### src/rtl/seq_alu.sv
// Sequential ALU with valid/ready handshakes: single-cycle logic/arith ops and an
// iterative shift-and-add multiplier that holds the input side off while it runs.
module seq_alu #(
  parameter int WIDTH = 24
) (
  input  logic             i_clk,
  input  logic             i_rst_n,
  input  logic             i_in_valid,
  output logic             o_in_ready,
  input  logic [WIDTH-1:0] i_a,
  input  logic [WIDTH-1:0] i_b,
  input  logic [2:0]       i_op,
  output logic             o_out_valid,
  input  logic             i_out_ready,
  output logic [WIDTH-1:0] o_result,
  output logic             o_zero,
  output logic             o_overflow,
  output logic             o_carry_out,
  output logic             o_busy
);

  localparam logic [2:0] OP_AND = 3'b000;
  localparam logic [2:0] OP_OR  = 3'b001;
  localparam logic [2:0] OP_ADD = 3'b010;
  localparam logic [2:0] OP_SUB = 3'b011;
  localparam logic [2:0] OP_SLT = 3'b100;
  localparam logic [2:0] OP_XOR = 3'b101;
  localparam logic [2:0] OP_MUL = 3'b110;
  localparam logic [2:0] OP_NOR = 3'b111;
  localparam int CW = $clog2(WIDTH);

  typedef enum logic {S_IDLE, S_MUL} state_t;

  state_t               r_state, w_state_next;
  logic [CW-1:0]        r_cnt;
  logic [2*WIDTH-1:0]   r_mcand, r_acc, w_acc_add;
  logic [WIDTH-1:0]     r_mplier;
  logic [WIDTH-1:0]     r_result;
  logic                 r_out_valid, r_zero, r_ovf, r_cy;
  logic                 w_accept, w_last, w_sub, w_add_ovf;
  logic [WIDTH-1:0]     w_b_op, w_alu_res;
  logic [WIDTH:0]       w_sum;
  logic                 w_alu_ovf, w_alu_cy;

  assign o_in_ready  = (r_state == S_IDLE) && (!r_out_valid || i_out_ready);
  assign w_accept    = i_in_valid && o_in_ready;
  assign w_last      = (r_state == S_MUL) && (r_cnt == CW'(WIDTH - 1));
  assign o_busy      = (r_state == S_MUL);
  assign o_out_valid = r_out_valid;
  assign o_result    = r_result;
  assign o_zero      = r_zero;
  assign o_overflow  = r_ovf;
  assign o_carry_out = r_cy;

  // SUB is A + ~B + 1; signed overflow when operands agree in sign but the sum does not
  assign w_sub     = (i_op == OP_SUB);
  assign w_b_op    = w_sub ? ~i_b : i_b;
  assign w_sum     = {1'b0, i_a} + {1'b0, w_b_op} + {{WIDTH{1'b0}}, w_sub};
  assign w_add_ovf = (i_a[WIDTH-1] == w_b_op[WIDTH-1]) && (w_sum[WIDTH-1] != i_a[WIDTH-1]);
  assign w_acc_add = r_acc + (r_mplier[0] ? r_mcand : '0);

  always_comb begin
    w_alu_res = '0;
    w_alu_ovf = 1'b0;
    w_alu_cy  = 1'b0;
    case (i_op)
      OP_AND: w_alu_res = i_a & i_b;
      OP_OR:  w_alu_res = i_a | i_b;
      OP_ADD, OP_SUB: begin
        w_alu_res = w_sum[WIDTH-1:0];
        w_alu_ovf = w_add_ovf;
        w_alu_cy  = w_sum[WIDTH];
      end
      OP_SLT: w_alu_res = {{(WIDTH-1){1'b0}}, ($signed(i_a) < $signed(i_b))};
      OP_XOR: w_alu_res = i_a ^ i_b;
      OP_NOR: w_alu_res = ~(i_a | i_b);
      default: w_alu_res = '0;
    endcase
  end

  always_comb begin
    w_state_next = r_state;
    case (r_state)
      S_IDLE:  if (w_accept && (i_op == OP_MUL)) w_state_next = S_MUL;
      S_MUL:   if (w_last) w_state_next = S_IDLE;
      default: w_state_next = S_IDLE;
    endcase
  end

  always_ff @(posedge i_clk) begin
    if (!i_rst_n) r_state <= S_IDLE;
    else          r_state <= w_state_next;
  end

  always_ff @(posedge i_clk) begin
    if (!i_rst_n) begin
      r_cnt       <= '0;
      r_mcand     <= '0;
      r_mplier    <= '0;
      r_acc       <= '0;
      r_result    <= '0;
      r_out_valid <= 1'b0;
      r_zero      <= 1'b0;
      r_ovf       <= 1'b0;
      r_cy        <= 1'b0;
    end else begin
      if (w_accept) begin
        if (i_op == OP_MUL) begin
          r_mcand     <= {{WIDTH{1'b0}}, i_a};
          r_mplier    <= i_b;
          r_acc       <= '0;
          r_cnt       <= '0;
          r_out_valid <= 1'b0;
        end else begin
          r_result    <= w_alu_res;
          r_zero      <= (w_alu_res == '0);
          r_ovf       <= w_alu_ovf;
          r_cy        <= w_alu_cy;
          r_out_valid <= 1'b1;
        end
      end else if (r_out_valid && i_out_ready) begin
        r_out_valid <= 1'b0;
      end

      // one partial product per cycle; the final add lands straight in the result
      if (r_state == S_MUL) begin
        r_acc    <= w_acc_add;
        r_mcand  <= {r_mcand[2*WIDTH-2:0], 1'b0};
        r_mplier <= {1'b0, r_mplier[WIDTH-1:1]};
        r_cnt    <= r_cnt + 1'b1;
        if (w_last) begin
          r_result    <= w_acc_add[WIDTH-1:0];
          r_zero      <= (w_acc_add[WIDTH-1:0] == '0);
          r_ovf       <= |w_acc_add[2*WIDTH-1:WIDTH];
          r_cy        <= 1'b0;
          r_out_valid <= 1'b1;
        end
      end
    end
  end

endmodule

### config.mk
export PLATFORM = sky130hd
export DESIGN_NAME = seq_alu
export DESIGN_NICKNAME = d
export VERILOG_FILES = /design/src/rtl/seq_alu.sv
export SDC_FILE = /design/constraint.sdc
export NUM_CORES = 1
export LEC_CHECK = 0
export CAP_MARGIN = 20
export CORE_MARGIN = 4
export CORE_UTILIZATION = 44
export CTS_BUF_LIST = sky130_fd_sc_hd__clkbuf_4 sky130_fd_sc_hd__clkbuf_8 sky130_fd_sc_hd__clkbuf_16
export CTS_CLUSTER_DIAMETER = 30
export DETAILED_ROUTE_END_ITERATION = 7
export SLEW_MARGIN = 20
export SYNTH_ARGS = -nofsm -noshare
export SYNTH_HDL_FRONTEND = slang
export SYNTH_SLANG_ARGS = --single-unit
### constraint.sdc
create_clock -name i_clk -period 6.85 [get_ports i_clk]
set_clock_uncertainty 0.15 [all_clocks]
set_input_delay 2.055 -clock i_clk [delete_from_list [all_inputs] [get_ports i_clk]]
set_output_delay 2.055 -clock i_clk [all_outputs]
set_load 0.02 [all_outputs]
======== Word level (Yosys, flattened, before mapping) ========
Index checks and enable logic that the tools add are counted.
word-level totals
  register bits ........................... 154
  input bits .............................. 55
  logic and storage cells ................. 93
operators by class
  $add $sub $neg .......................... 4
  $lt $le $gt $ge ......................... 1
  equality and inequality tests ........... 10
  multiplexer cells ....................... 41
  bitwise logic cells ..................... 7
  reductions and logical operators ........ 18
operators with widths
  kind                                                                   number
  48-bit 2-to-1 mux                                                      7
  24-bit one-hot mux with 6 select lines                                 1
  24-bit 2-to-1 mux                                                      5
  23-bit 2-to-1 mux                                                      3
  48-bit adder                                                           1
  24-bit logical NOT                                                     2
  24-bit NOT                                                             2
  24-bit by 24-bit adder with 25-bit output                              1
  25-bit by 1-bit adder with 25-bit output                               1
  24-bit bitwise AND                                                     1
  24-bit less-than comparator                                            1
  24-bit bitwise OR                                                      1
  24-bit OR reduction                                                    1
  24-bit bitwise XOR                                                     1
  1-bit 2-to-1 mux                                                       21
  5-bit 2-to-1 mux                                                       3
  3-bit equality test, second input constant                             4
  3-bit by 2-bit equality test with 1-bit output, second input constant  2
  1-bit logical AND                                                      6
  5-bit by 1-bit adder with 5-bit output, second input constant          1
  5-bit equality test, second input constant                             1
  2-bit AND reduction                                                    2
  2-bit nonzero test                                                     2
  2-bit OR reduction                                                     2
  other kinds (8)                                                        9

======== Longest topological paths before layout ========
  word-level depth ........................ 11
  mapped depth ............................ 20
  mapped depth without buffers ............ 17

======== Least setup slack after synthesis ========
Ideal clock, no wire load.
  path type ............................... in2reg
  start point ............................. in i_op[0]
  end point ............................... reg r_zero, in the netlist o_zero
  setup time .............................. 0.079 ns
  arrival ................................. 6.082 ns
  data required time ...................... 6.621 ns
  path slack .............................. 0.539 ns
  stages on the path ...................... 18
  path buffers ............................ 4
  cell sequence ........................... clkbuf_1 -> buf_1 -> clkbuf_1 -> nand2_1 -> buf_1 -> xnor2_1 -> ha_1 -> a211o_1 -> o221ai_2 -> o22ai_2 -> a221oi_2 -> o211ai_2 -> a31oi_4 -> xnor2_1 -> a221oi_1 -> nor4bb_1 -> nand3_1 -> a211oi_2
on the way
  longest elaborated chain between the ends .. 10
  elaborated cells on any way between the ends .. 18
  classes of those cells .................. add/sub (2); eq/ne (7); mux (6); reduce/logical (3)
RTL lines
  element                                         line    text
  from (decl)                                     12      input logic [2:0] i_op,
  3-bit by 2-bit equality test with 1-bit output  56, 66
  24-bit 2-to-1 mux                               57      assign w_b_op = w_sub ? ~i_b : i_b;
  24-bit by 24-bit adder with 25-bit output       58      assign w_sum = {1'b0, i_a} + {1'b0, w_b_op} + {{WIDTH{1'b0}}, w_sub};
  25-bit by 1-bit adder with 25-bit output        58
  24-bit one-hot mux with 6 select lines          66      case (i_op)
  24-bit logical NOT                              116     r_zero <= (w_alu_res == '0);
  1-bit 2-to-1 mux *                              108     if (i_op == OP_MUL) begin
  1-bit 2-to-1 mux *                              107     if (w_accept) begin
  1-bit 2-to-1 mux                                131     if (w_last) begin
  1-bit 2-to-1 mux *                              126     if (r_state == S_MUL) begin
  to (signal assigned)                            116
  to (signal assigned)                            133     r_zero <= (w_acc_add[WIDTH-1:0] == '0);
  to (decl)                                       39      logic r_out_valid, r_zero, r_ovf, r_cy;
Every way passes the cells marked *; elsewhere a longest branch is shown, timed or not.
A chain may end at the register's enable or synchronous reset.

======== Worst setup path after layout ========
  start point ............................. in i_op[1]
  end point ............................... reg r_zero, in the netlist o_zero
Same word-level chain as after synthesis.

==> key figures <==
Run status
  – Status: complete, no violations

GRT
  – Remaining Overflow, GRT: 0
  – Pin count of the biggest net entering global routing: 79
  – Initial antenna violation count: 0
  – Global Route Usage Sum: 27.0%
  – Vias in the first global route: 12.4k
  – Global-route wire length before repair: 71600 µm

Power and ir drop
  – Seq pwr share: 37.2%
  – Switching Fraction: 31.3%
  – Leakage: 6.40 nW
  – Clock power frac: 40.7%
  – Peak supply drop: 0.000238 V
  – PwrDens: 168 nW/µm²
  – Internal power: 1.74 mW
  – Gate power share: 22.1%
  – Net Sw Power: 791 µW

Setup path
  – Worst-path cell chain: clkdlybuf4s50_1 > clkinv_1 > nor2_1 > nand2_1 > buf_4 > xnor2_1 > ha_1 > a21oi_1 > o21ai_0 > a21o_1 > a221oi_2 > o211ai_2 > a31oi_4 > xnor2_1 > a221oi_1 > nor4bb_1 > nand3_1 > a211oi_2
  – Worst EP arrival: 6.33 ns
  – RR Endpoint: o_overflow
  – Most frequent CP cell: xnor2_1
  – Max FO, Critical Path: 16
  – Worst Path Required: 7.06 ns
  – Path length in cells of the critical path: 18
  – Crit. End Element: flop
  – Worst path slowest cell: clkdlybuf4s50_1
  – R2R cell count: 14
  – Critical path class: in2reg
  – Critical R2R Launch: r_mplier[0]
  – Worst path top cell family by delay: compound AO/OA/AOI/OAI gates
  – Capture point of the worst path: o_zero
  – CP Launch Type: input pin
  – Max incr delay on CP: 0.50 ns
  – Crit path from: i_op[1]
  – CP bufs+invs: 3
  – R2R setup slack: 1.80 ns

Yosys
  – Netlist cell types: 82
  – Mapped Cells: 1741
  – Register area share after synthesis: 23.2%
  – FF+latch count, synth: 154
  – Main flop type after synthesis: dfxtp_1
  – Synth Net Count: 1943
  – Ys Warns: 0
  – Synth Cell Area: 13300 µm²
  – Syn Area/Cell: 7.62 µm²
  – Async SR Flop Fraction: 0%
  – Post-synth EDFFs: 0

STA
  – Hold_ws: 0.306 ns
  – Worst rel slew slack: 40.4%
  – Final number of hold-violating endpoints: 0
  – Worst slew pin tran: 0.895 ns
  – Period utilization: 89.2%
  – RSZ-0062 raised after global routing: false
  – Final setup violation count: 0
  – Setup TNS Final: 0 ns
  – Minimum clock period: 6.11 ns
  – Final slew viol count: 0
  – Fmax: 164 MHz

Clock tree
  – CTS Hold Buffers Added: 0
  – Skew-Pair Late Insertion Delay: 0.44 ns
  – Clk buf depth: 2
  – TritonCTS Buffers: 17
  – Reg clk slew, reported paths: 0.08 ns
  – Sink Count: 154
  – CTS root buffer: clkbuf_16
  – H-tree Lvls: 4
  – CTS tree: done
  – Post-CTS Resized: 0
  – Setup bufs post-CTS: 0

Drt
  – WL per Instance: 20.8 µm
  – DR vias/cell: 5.92
  – Residual DRC: 0
  – Total number of vias: 12.9k
  – Drt first pass iters: 5
  – Initial drt markers: 1182
  – Post-Route WL: 45400 µm
  – Final ANT Viol Nets: 0

Placement
  – Post-DP HPWL: 33500 µm
  – Port Buffers: 84
  – RePlAce Congestion: 0.956

Floorplanning
  – Core Rows: 63
  – Initial Utilization: 44.6%
  – Die ar.: 33000 µm²
  – Num ports: 85
  – Die X: 182 µm
  – Die height: 182 µm
  – Core area: 29700 µm²

Min path
  – Hold Path Origin: r_mplier[5]
  – HP Class: reg2reg

Finish
  – Layout Nets: 1976
  – Fill cells: 2883
  – Sequential Area: 3090 µm²
  – Inserted Diodes: 0
  – Area of the multi-input gates: 9540 µm²
  – Share of cells above drive strength 1: 5.48%
  – Area Overhead vs Synth: 13.7%

Flow run
  – Max cap viols: 0
kinds of logic after synthesis:
logic type / count (synthesis) / synth area share [%]
buffers and inverters: 177 / 5.06
adders and majority gates: 147 / 14.0
DFF: 154 / 23.2
xor gates and xnor gates: 77 / 5.08
and+or+nand+nor: 632 / 24.6
AOI/OAI and AO/OA: 533 / 26.5
muxes: 21 / 1.59
per-stage QoR:
stage	utilization, %	setup slack [ns]	cell area, µm²	power (mW)	cells
floorplan	-	0.539	13300	1.30	1741
global placement	48.6	0.438	14500	1.51	2145
detailed placement	48.7	0.385	14500	1.51	2145
CTS	50.7	0.820	15100	2.54	2177
global route	50.7	0.400	15100	2.63	2177
finish	50.7	0.738	15100	2.53	2177
cells in the mapped netlist, types with 19 or more instances:
cell	instances	area share [%]
a211oi_1	19	1.1
and2_1	68	3.2
nor3_1	29	1.1
inv_1	77	2.2
o21ai_0	60	2.3
mux2i_1	20	1.5
a22oi_1	47	2.7
a21boi_0	23	1.3
ha_1	145	14
clkbuf_1	79	2.2
o21a_1	19	1.1
o211ai_1	26	1.5
xnor2_1	61	4.0
a21o_1	25	1.4
nor2_1	109	3.1
a21oi_1	201	7.6
and3_1	70	3.3
nand2_1	174	4.9
nor2b_1	82	3.9
dfxtp_1	154	23
worst min path at each step:
stage                   end  slack, ns  cells past startpoint
3_5_place_dp    r_mplier[5]       0.30                      2
2_1_floorplan  r_mplier[23]       0.28                      2
6_report        r_mplier[5]       0.31                      2
4_1_cts         r_mplier[5]       0.31                      2
3_3_place_gp   r_mplier[18]       0.29                      2
5_1_grt        r_mplier[10]       0.34                      2
state kept, by name, indices dropped and copies added, names as in the netlist:
name,count
o_overflow,1
o_zero,1
r_cnt,5
o_busy,1
r_acc,48
r_mcand,48
r_mplier,24
o_carry_out,1
o_out_valid,1
o_result,24
layer usage:
layer | track usage, % | part of all wire, % | up-vias
met3 | 4.39 | 5.9 | 68
met1 | 38.6 | 47 | 6148
met5 | 0 | 0 | -
met2 | 41.4 | 44 | 370
li1 | - | - | 6298
met4 | 8.77 | 2.9 | 0
tightest hold or removal path: cells and delay by family, from the launching register on:
| family | cells | cell delay [ns] |
|---|---|---|
| compound gates | 1 | 0.05 |
| flops | 1 | 0.31 |
| simple gates | 1 | 0.05 |
layout by cell type (no fill, tap or decap), drive strengths merged, types with 16 or more instances in the layout:
cell type and n:
clkdlybuf4s50 83, nor2b 82, nand2 174, and2 68, nand2b 16, a211oi 21
clkbuf 18, and3 70, a22oi 47, buf 29, xor2 16, a21oi 202
o21a 19, nor2 109, xnor2 61, nor3 29, a21o 25, ha 145
dfxtp 154, a21boi 23, nand3 17, inv 84, o211ai 27, mux2i 20
o21ai 67, a31oi 16
power by group through the flow:
stage | Sequential [mW] | Combinational, mW | Clock [mW]
floorplan | 0.964 | 0.332 | 0
global placement | 0.961 | 0.550 | 0
detailed placement | 0.960 | 0.551 | 0
CTS | 0.940 | 0.554 | 1.05
global route | 0.942 | 0.612 | 1.08
finish | 0.941 | 0.559 | 1.03
final cells by class:
type                            instances  area share (%)
Multi-Input combinational cell       1410            63.2
Sequential cell                       154            20.5
Timing Repair Buffer                  112            6.94
Tap cell                              390            3.24
Clock buffer                           18            2.91
Inverter                               79            1.98
Clock inverter                         14            1.21
(Power assumes the default switching activity.)
